[config.mk]
export PLATFORM = sky130hd
export DESIGN_NAME = clk_div_even_flat
export DESIGN_NICKNAME = d
export VERILOG_FILES = /design/src/rtl/clk_div_pkg.sv /design/src/rtl/clk_div_even_if.sv /design/src/rtl/clk_div_phase_ctr.sv /design/src/rtl/clk_div_even.sv /design/src/flat_wrapper.sv
export SDC_FILE = /design/constraint.sdc
export NUM_CORES = 1
export LEC_CHECK = 0
export CAP_MARGIN = 30
export CORE_AREA = 8 8 45 47
export CTS_CLUSTER_SIZE = 20
export DETAILED_ROUTE_END_ITERATION = 6
export DIE_AREA = 0 0 53 55
export DONT_BUFFER_PORTS = 1
export SETUP_SLACK_MARGIN = 0.1
export SYNTH_ARGS = -nofsm -noshare
export SYNTH_HDL_FRONTEND = slang
export SYNTH_SLANG_ARGS = --single-unit
[constraint.sdc]
create_clock -name clk100Mhz -period 2.5 [get_ports clk100Mhz]
set_input_delay 0.375 -clock clk100Mhz [delete_from_list [all_inputs] [get_ports clk100Mhz]]
set_output_delay 0.375 -clock clk100Mhz [all_outputs]
set_load 0.02 [all_outputs]
[src/rtl/clk_div_pkg.sv]
// Shared helpers for the even clock divider: ratio legality, phase width and default phase decodes.
// Build option: define CLKDIV_LOCK_EN to count output periods before asserting locked.
package clk_div_pkg;

  localparam int DEFAULT_DIV_RATIO = 4;
  localparam int HALF_LAST         = DEFAULT_DIV_RATIO / 2 - 1;
  localparam int FULL_LAST         = DEFAULT_DIV_RATIO - 1;

  function automatic bit div_ratio_ok(input int div);
    return (div >= 2) && ((div % 2) == 0);
  endfunction

  // A ratio of 2 still needs one bit of phase.
  function automatic int phase_width(input int div);
    return (div <= 2) ? 1 : $clog2(div);
  endfunction

endpackage

[src/rtl/clk_div_even_if.sv]
// Divider output bundle: divided clock, source-domain strobe, phase and lock status.
// Build option: CLKDIV_LOCK_EN changes only how locked is produced, not this bundle.
interface clk_div_even_if #(
  parameter int CNT_W = 2
);

  logic             clk25MHz;
  logic             clk_en;
  logic [CNT_W-1:0] phase;
  logic             locked;

  modport master (
    output clk25MHz,
    output clk_en,
    output phase,
    output locked
  );

  modport slave (
    input clk25MHz,
    input clk_en,
    input phase,
    input locked
  );

endinterface

[src/rtl/clk_div_phase_ctr.sv]
// Modulo-(LAST+1) phase counter with registered count and decodes for the terminal and mid-period phases.
// Build option: CLKDIV_LOCK_EN does not affect this block.
module clk_div_phase_ctr
  import clk_div_pkg::*;
#(
  parameter int CNT_W = phase_width(DEFAULT_DIV_RATIO),
  parameter int LAST  = FULL_LAST,
  parameter int MID   = HALF_LAST
) (
  input  logic             clk_i,
  input  logic             rst_i,
  output logic [CNT_W-1:0] cnt_o,
  output logic             tc_o,
  output logic             mid_o
);

  logic [CNT_W-1:0] cnt_q;
  logic [CNT_W-1:0] cnt_d;

  always_comb begin
    tc_o  = (cnt_q == CNT_W'(LAST));
    mid_o = (cnt_q == CNT_W'(MID));
    cnt_d = tc_o ? '0 : cnt_q + 1'b1;
  end

  always_ff @(posedge clk_i) begin
    if (rst_i) begin
      cnt_q <= '0;
    end else begin
      cnt_q <= cnt_d;
    end
  end

  assign cnt_o = cnt_q;

endmodule

[src/rtl/clk_div_even.sv]
// Even-ratio clock divider: 50% duty registered divided clock plus a cycle-aligned enable strobe.
// Build option: define CLKDIV_LOCK_EN to hold locked low until LOCK_PERIODS strobes have been seen.
module clk_div_even
  import clk_div_pkg::*;
#(
  parameter  int DIV_RATIO    = DEFAULT_DIV_RATIO,
  parameter  int LOCK_PERIODS = 2,
  localparam int CNT_W        = phase_width(DIV_RATIO)
) (
  input  logic           clk100Mhz,
  input  logic           rst,
  clk_div_even_if.master bus
);

  if (!div_ratio_ok(DIV_RATIO)) begin : g_bad_ratio
    $error("clk_div_even: DIV_RATIO must be even and >= 2");
  end
  if (LOCK_PERIODS < 1) begin : g_bad_lock
    $error("clk_div_even: LOCK_PERIODS must be >= 1");
  end

  logic [CNT_W-1:0] phase;
  logic             tc;
  logic             mid;
  logic             duty_q, duty_d;
  logic             en_q;
  logic             locked_q, locked_d;

  clk_div_phase_ctr #(
    .CNT_W (CNT_W),
    .LAST  (DIV_RATIO - 1),
    .MID   (DIV_RATIO / 2 - 1)
  ) u_phase_ctr (
    .clk_i (clk100Mhz),
    .rst_i (rst),
    .cnt_o (phase),
    .tc_o  (tc),
    .mid_o (mid)
  );

  // Rise at the terminal phase, fall at the mid phase; both are distinct even for a ratio of 2.
  always_comb begin
    duty_d = duty_q;
    if (tc) begin
      duty_d = 1'b1;
    end else if (mid) begin
      duty_d = 1'b0;
    end
  end

`ifdef CLKDIV_LOCK_EN
  localparam int LOCK_W = $clog2(LOCK_PERIODS + 1);

  logic [LOCK_W-1:0] lock_cnt_q, lock_cnt_d;

  // Saturating strobe count; locked sets on the edge registering the final required strobe.
  always_comb begin
    lock_cnt_d = lock_cnt_q;
    locked_d   = locked_q;
    if (tc && (lock_cnt_q != LOCK_W'(LOCK_PERIODS))) begin
      lock_cnt_d = lock_cnt_q + 1'b1;
    end
    if (tc && (lock_cnt_q == LOCK_W'(LOCK_PERIODS - 1))) begin
      locked_d = 1'b1;
    end
  end

  always_ff @(posedge clk100Mhz) begin
    if (rst) begin
      lock_cnt_q <= '0;
    end else begin
      lock_cnt_q <= lock_cnt_d;
    end
  end
`else
  always_comb begin
    locked_d = 1'b1;
  end
`endif

  always_ff @(posedge clk100Mhz) begin
    if (rst) begin
      duty_q   <= 1'b0;
      en_q     <= 1'b0;
      locked_q <= 1'b0;
    end else begin
      duty_q   <= duty_d;
      en_q     <= tc;
      locked_q <= locked_d;
    end
  end

  assign bus.clk25MHz = duty_q;
  assign bus.clk_en   = en_q;
  assign bus.phase    = phase;
  assign bus.locked   = locked_q;

endmodule

[src/flat_wrapper.sv]
// flat-port wrapper written by rule: the top's interface ports become plain ports
module clk_div_even_flat import clk_div_pkg::*;
#(
  parameter  int DIV_RATIO    = DEFAULT_DIV_RATIO,
  parameter  int LOCK_PERIODS = 2,
  localparam int CNT_W        = phase_width(DIV_RATIO)
)
  (clk100Mhz, rst, bus_clk25MHz, bus_clk_en, bus_phase, bus_locked);
  clk_div_even_if #(.CNT_W(2)) bus_i ();
  input  logic clk100Mhz;
  input  logic rst;
  output wire logic [$bits(bus_i.clk25MHz)-1:0] bus_clk25MHz;
  output wire logic [$bits(bus_i.clk_en)-1:0] bus_clk_en;
  output wire logic [$bits(bus_i.phase)-1:0] bus_phase;
  output wire logic [$bits(bus_i.locked)-1:0] bus_locked;
  assign bus_clk25MHz = bus_i.clk25MHz;
  assign bus_clk_en = bus_i.clk_en;
  assign bus_phase = bus_i.phase;
  assign bus_locked = bus_i.locked;
  clk_div_even #(.DIV_RATIO(DIV_RATIO), .LOCK_PERIODS(LOCK_PERIODS)) u_core (.clk100Mhz(clk100Mhz), .rst(rst), .bus(bus_i));
endmodule
== Word level (Yosys, flattened, before mapping) ==
Index checks and enable logic that the tools add are counted.
Storage, ports and cells
  flip-flop bits (word level): 5
  input port bits: 2
  output and inout bits: 5
  logic and storage cells: 12
Cells by class
  add/subtract/negate cells: 1
  equal/unequal tests: 2
  multiplexer cells: 3
  reductions and logical operators: 2
Operators by type and width (count)
  1-bit two-way mux: 3
  2-bit by 1-bit adder with 2-bit output, second input constant: 1
  2-bit by 1-bit equality test with 1-bit output, second input constant: 1
  2-bit equality test, second input constant: 1
  2-bit nonzero test: 1
  2-bit OR reduction: 1

== Longest topological paths before layout ==
  depth after elaboration: 3
  mapped depth: 4
  mapped depth without buffers: 4

== Cells and area by module ==
A second synthesis with hierarchy kept.
Second synthesis, totals
  cells, all modules: 15
  area, all modules: 165.2 um^2
Modules (own cells, without submodules)
  clk_div_even: cells each 8, instances 1, seq. area each 60.1 um^2, area each 86.3 um^2
  clk_div_phase_ctr: cells each 7, instances 1, seq. area each 40.0 um^2, area each 78.8 um^2

== Least setup slack after synthesis ==
OpenSTA, ideal clock, no wires.
  path type: reg-to-reg
  start: register u_core.u_phase_ctr.cnt_q[0], in the netlist u_core.u_phase_ctr.cnt_o[0]
  end: register u_core.duty_q, in the netlist u_core.bus.clk25MHz
  setup slack: 1.502 ns
  required time: 2.385 ns
  setup time: 0.115 ns
  arrival time: 0.883 ns
  cell stages (with the launch flop): 4
  path buffers: 0
  period minus slack after synthesis: 0.998 ns
  path through: dfxtp_1 -> ha_1 -> nor2b_4 -> o21a_1
On the way
  word-level cells in the longest chain between the ends: 2
  elaborated cells on any way between the ends: 4
  classes of those cells: 2 x eq/ne; 1 x mux; 1 x reduce/logical
Ends and longest elaborated chain
  from (decl): RTL line clk_div_phase_ctr.sv:17  | logic [CNT_W-1:0] cnt_q;
  from (signal assigned): RTL line clk_div_phase_ctr.sv:30  | cnt_q <= cnt_d;
  2-bit equality test or 2-bit by 1-bit equality test with 1-bit output (tied branches): RTL line clk_div_phase_ctr.sv:21, clk_div_phase_ctr.sv:22
  1-bit two-way mux or 2-bit nonzero test (tied branches)
  to (signal assigned): RTL line clk_div_even.sv:87  | duty_q <= duty_d;
  to (decl): RTL line clk_div_even.sv:25  | logic duty_q, duty_d;
Several ways; a longest one is shown, not always the timed one.
A chain may end at the register's enable or synchronous reset.

== Final worst setup path ==
  start: register u_core.u_phase_ctr.cnt_q[0], in the netlist u_core.u_phase_ctr.cnt_o[0]
  end: output port bus_phase[0]
RTL lines
  to (decl): RTL line flat_wrapper.sv:14  | output wire logic [$bits(bus_i.phase)-1:0] bus_phase;
No word-level cell between the ends.

==> run_results.csv <==
group,metric,value,unit
status,status,"completed",
cts,insertion_delay,0.24,ns
cts,htreeDepth,1,
timing,worst_pin_slew,0.314,ns
synth,syn_nets,18,
synth,ys_ff_latch,5,
power_and_ir_drop,pwr_density_cell,942,nW/µm²
synth,ys_top_cells_by_count,"dfxtp_1 (5), ha_1 (2), inv_1 (2), nor3_1 (2)",
global_route,grt_pass1_wl,386,µm
synth,synth.distinct_cells,7,
timing,slew_viol_final,0,
critical_path,endpoint_kind,"output pin",
synth,ys.flop_type,"dfxtp_1",
route,vias_per_cell,2.97,
synth,synth_top_area_frac,0.588,
cts,clk_pin_slew_worst_paths,0.04,ns
synth,synth_area_leaders,"dfxtp_1 (59%), ha_1 (15%), nor2b_4 (8.1%)",
synth,yosys.area.top_type,"dfxtp_1",
timing,slew_headroom,0.790,
cts,cts_resized,0,
layout,drive_gt1_frac,0.222,
die,initial_core_util,0.123,
global_route,overflow,0,
critical_path,cp_max_fo,4,
synth,synth_edf_count,0,
die,die_h,55,µm
synth,synth_area,170,µm²
die,die_area,2920,µm²
cts,root_buffer,"clkbuf_4",
route,num_vias,101,
cts,clkSinkCount,5,
cts,post_cts_buffers,0,
synth,yosysMostFrequentCell,"dfxtp_1",
power_and_ir_drop,p_leak,0.0907,nW
cts,cts.hold.buffers_added,0,
cts,numCtsBuffers,3,
global_route,grt_pass1_vias,89,
route,totalWireLength,290,µm
route,drc,0,
layout,n_fill_cell,151,
critical_path,cp-start-kind,"flip-flop",
die,die_w,53,µm
placement,place_area,190,µm²
global_route,grt_use_total,0.0224,
synth,synthCells,14,
synth,synthArstFlopShare,0,
global_route,grt_max_degree,5,
layout,nNetsFinal,23,
power_and_ir_drop,ir_drop,0.335,mV
layout,fin_area,216,µm²
cts,cts_tree,"done",
layout,syn2layout_area_growth,27.2,%
timing,fmax,905,MHz
layout,utilization,0.156,
die,ioPinCount,7,
global_route,antenna_found_initial,0,
route,ant_nets,0,
timing,clock_skew,0.00183,ns
flow_run,maxCapViolCount,0,
timing,whs,0.203,ns
timing,timing.setup.tns,0,ns
timing,setup_viol,0,
synth,ys_warn_count,0,
placement,routabilityCongestion,0.570,
timing,finalHoldViolCount,0,
timing,rsz0062_at_grt,"no",
route,routedWlPerCell,8.53,µm
critical_path,cp.arrival,0.73,ns
placement,io_buffers,0,
layout,antenna_cells,0,
cts,clock_tree.buffer_depth,2,
synth,synth_seq_area_share,0.588,
critical_path,crit_type,"reg -> out",
timing,period_needed,1.10,ns
route,firstDrtPassIters,1,
worst_hold_path,holdCritPathClass,"in -> reg",
route,drt_iter0_drc,0,
critical_path,crit_required,2.12,ns
timing,timing.final.crit_share,0.442,
die,rows,14,
timing,setup_ws,1.40,ns
die,coreArea,1380,µm²
synth,avgSynthCellArea,12.2,µm²
placement,post-place-ws,1.45,ns
[layout make-up]
cell class / instances / area (µm²) / area share
clock buffer: 4 / 26.3 / 0.121
inverter: 2 / 7.51 / 0.0347
multi-input combinational: 7 / 62.6 / 0.289
sequential: 5 / 100 / 0.462
tap: 16 / 20.0 / 0.0925
[metrics by stage]
step,std cells,power (mW)
finish,34,0.204
CTS,34,0.208
global route,34,0.218
floorplan,14,0.112
detailed placement,30,0.115
global placement,30,0.115
[path summary, 6_finish.rpt]
path | slack, ns | endpoint | startpoint | cells after the start
max | 1.40 | bus_phase[0] | u_core.u_phase_ctr.cnt_o[0] | 0
min | 0.20 | u_core.bus.clk_en | rst | 1
min reg2reg | 0.60 | u_core.u_phase_ctr.cnt_o[0] | u_core.u_phase_ctr.cnt_o[0] | 1
max reg2reg | 1.44 | u_core.bus.clk25MHz | u_core.u_phase_ctr.cnt_o[0] | 3
[cell families (layout without fill, tap and decap cells)]
logic type | count (synthesis) | count (layout) | synth area share
flip-flops | 5 | 5 | 0.588
AND/OR/NAND/NOR | 4 | 4 | 0.176
adder cells (fa/ha/maj) | 2 | 2 | 0.147
buffers and inverters | 2 | 6 | 0.0441
AO/OA/AOI/OAI | 1 | 1 | 0.0441
[placed cells by master, fill, tap and decap left out, drive strengths merged]
master and count:
clkbuf 4, ha 2, inv 2, o21a 1, nor2b 2, nor3 2
dfxtp 5
[registers in the layout (all words and copies together), names as in the netlist]
register,flops
u_core.u_phase_ctr.cnt_o,2
u_core.bus.clk25MHz,1
u_core.bus.clk_en,1
u_core.bus.locked,1
[report_power, final]
part           internal, mW  switching, mW  total [mW]
Combinational       0.00678        0.00580      0.0126
Clock                0.0602         0.0302      0.0903
Sequential           0.0869         0.0140       0.101
[layer usage]
metal | vias up | track usage | routed length, µm
met5 | - | 0 | 0
met4 | 0 | 0 | 0
met3 | 0 | 0.0455 | 62
met2 | 7 | 0.0176 | 84
met1 | 41 | 0.0227 | 143
li1 | 53 | - | -
No activity file was read; power rests on OpenSTA's default activity.
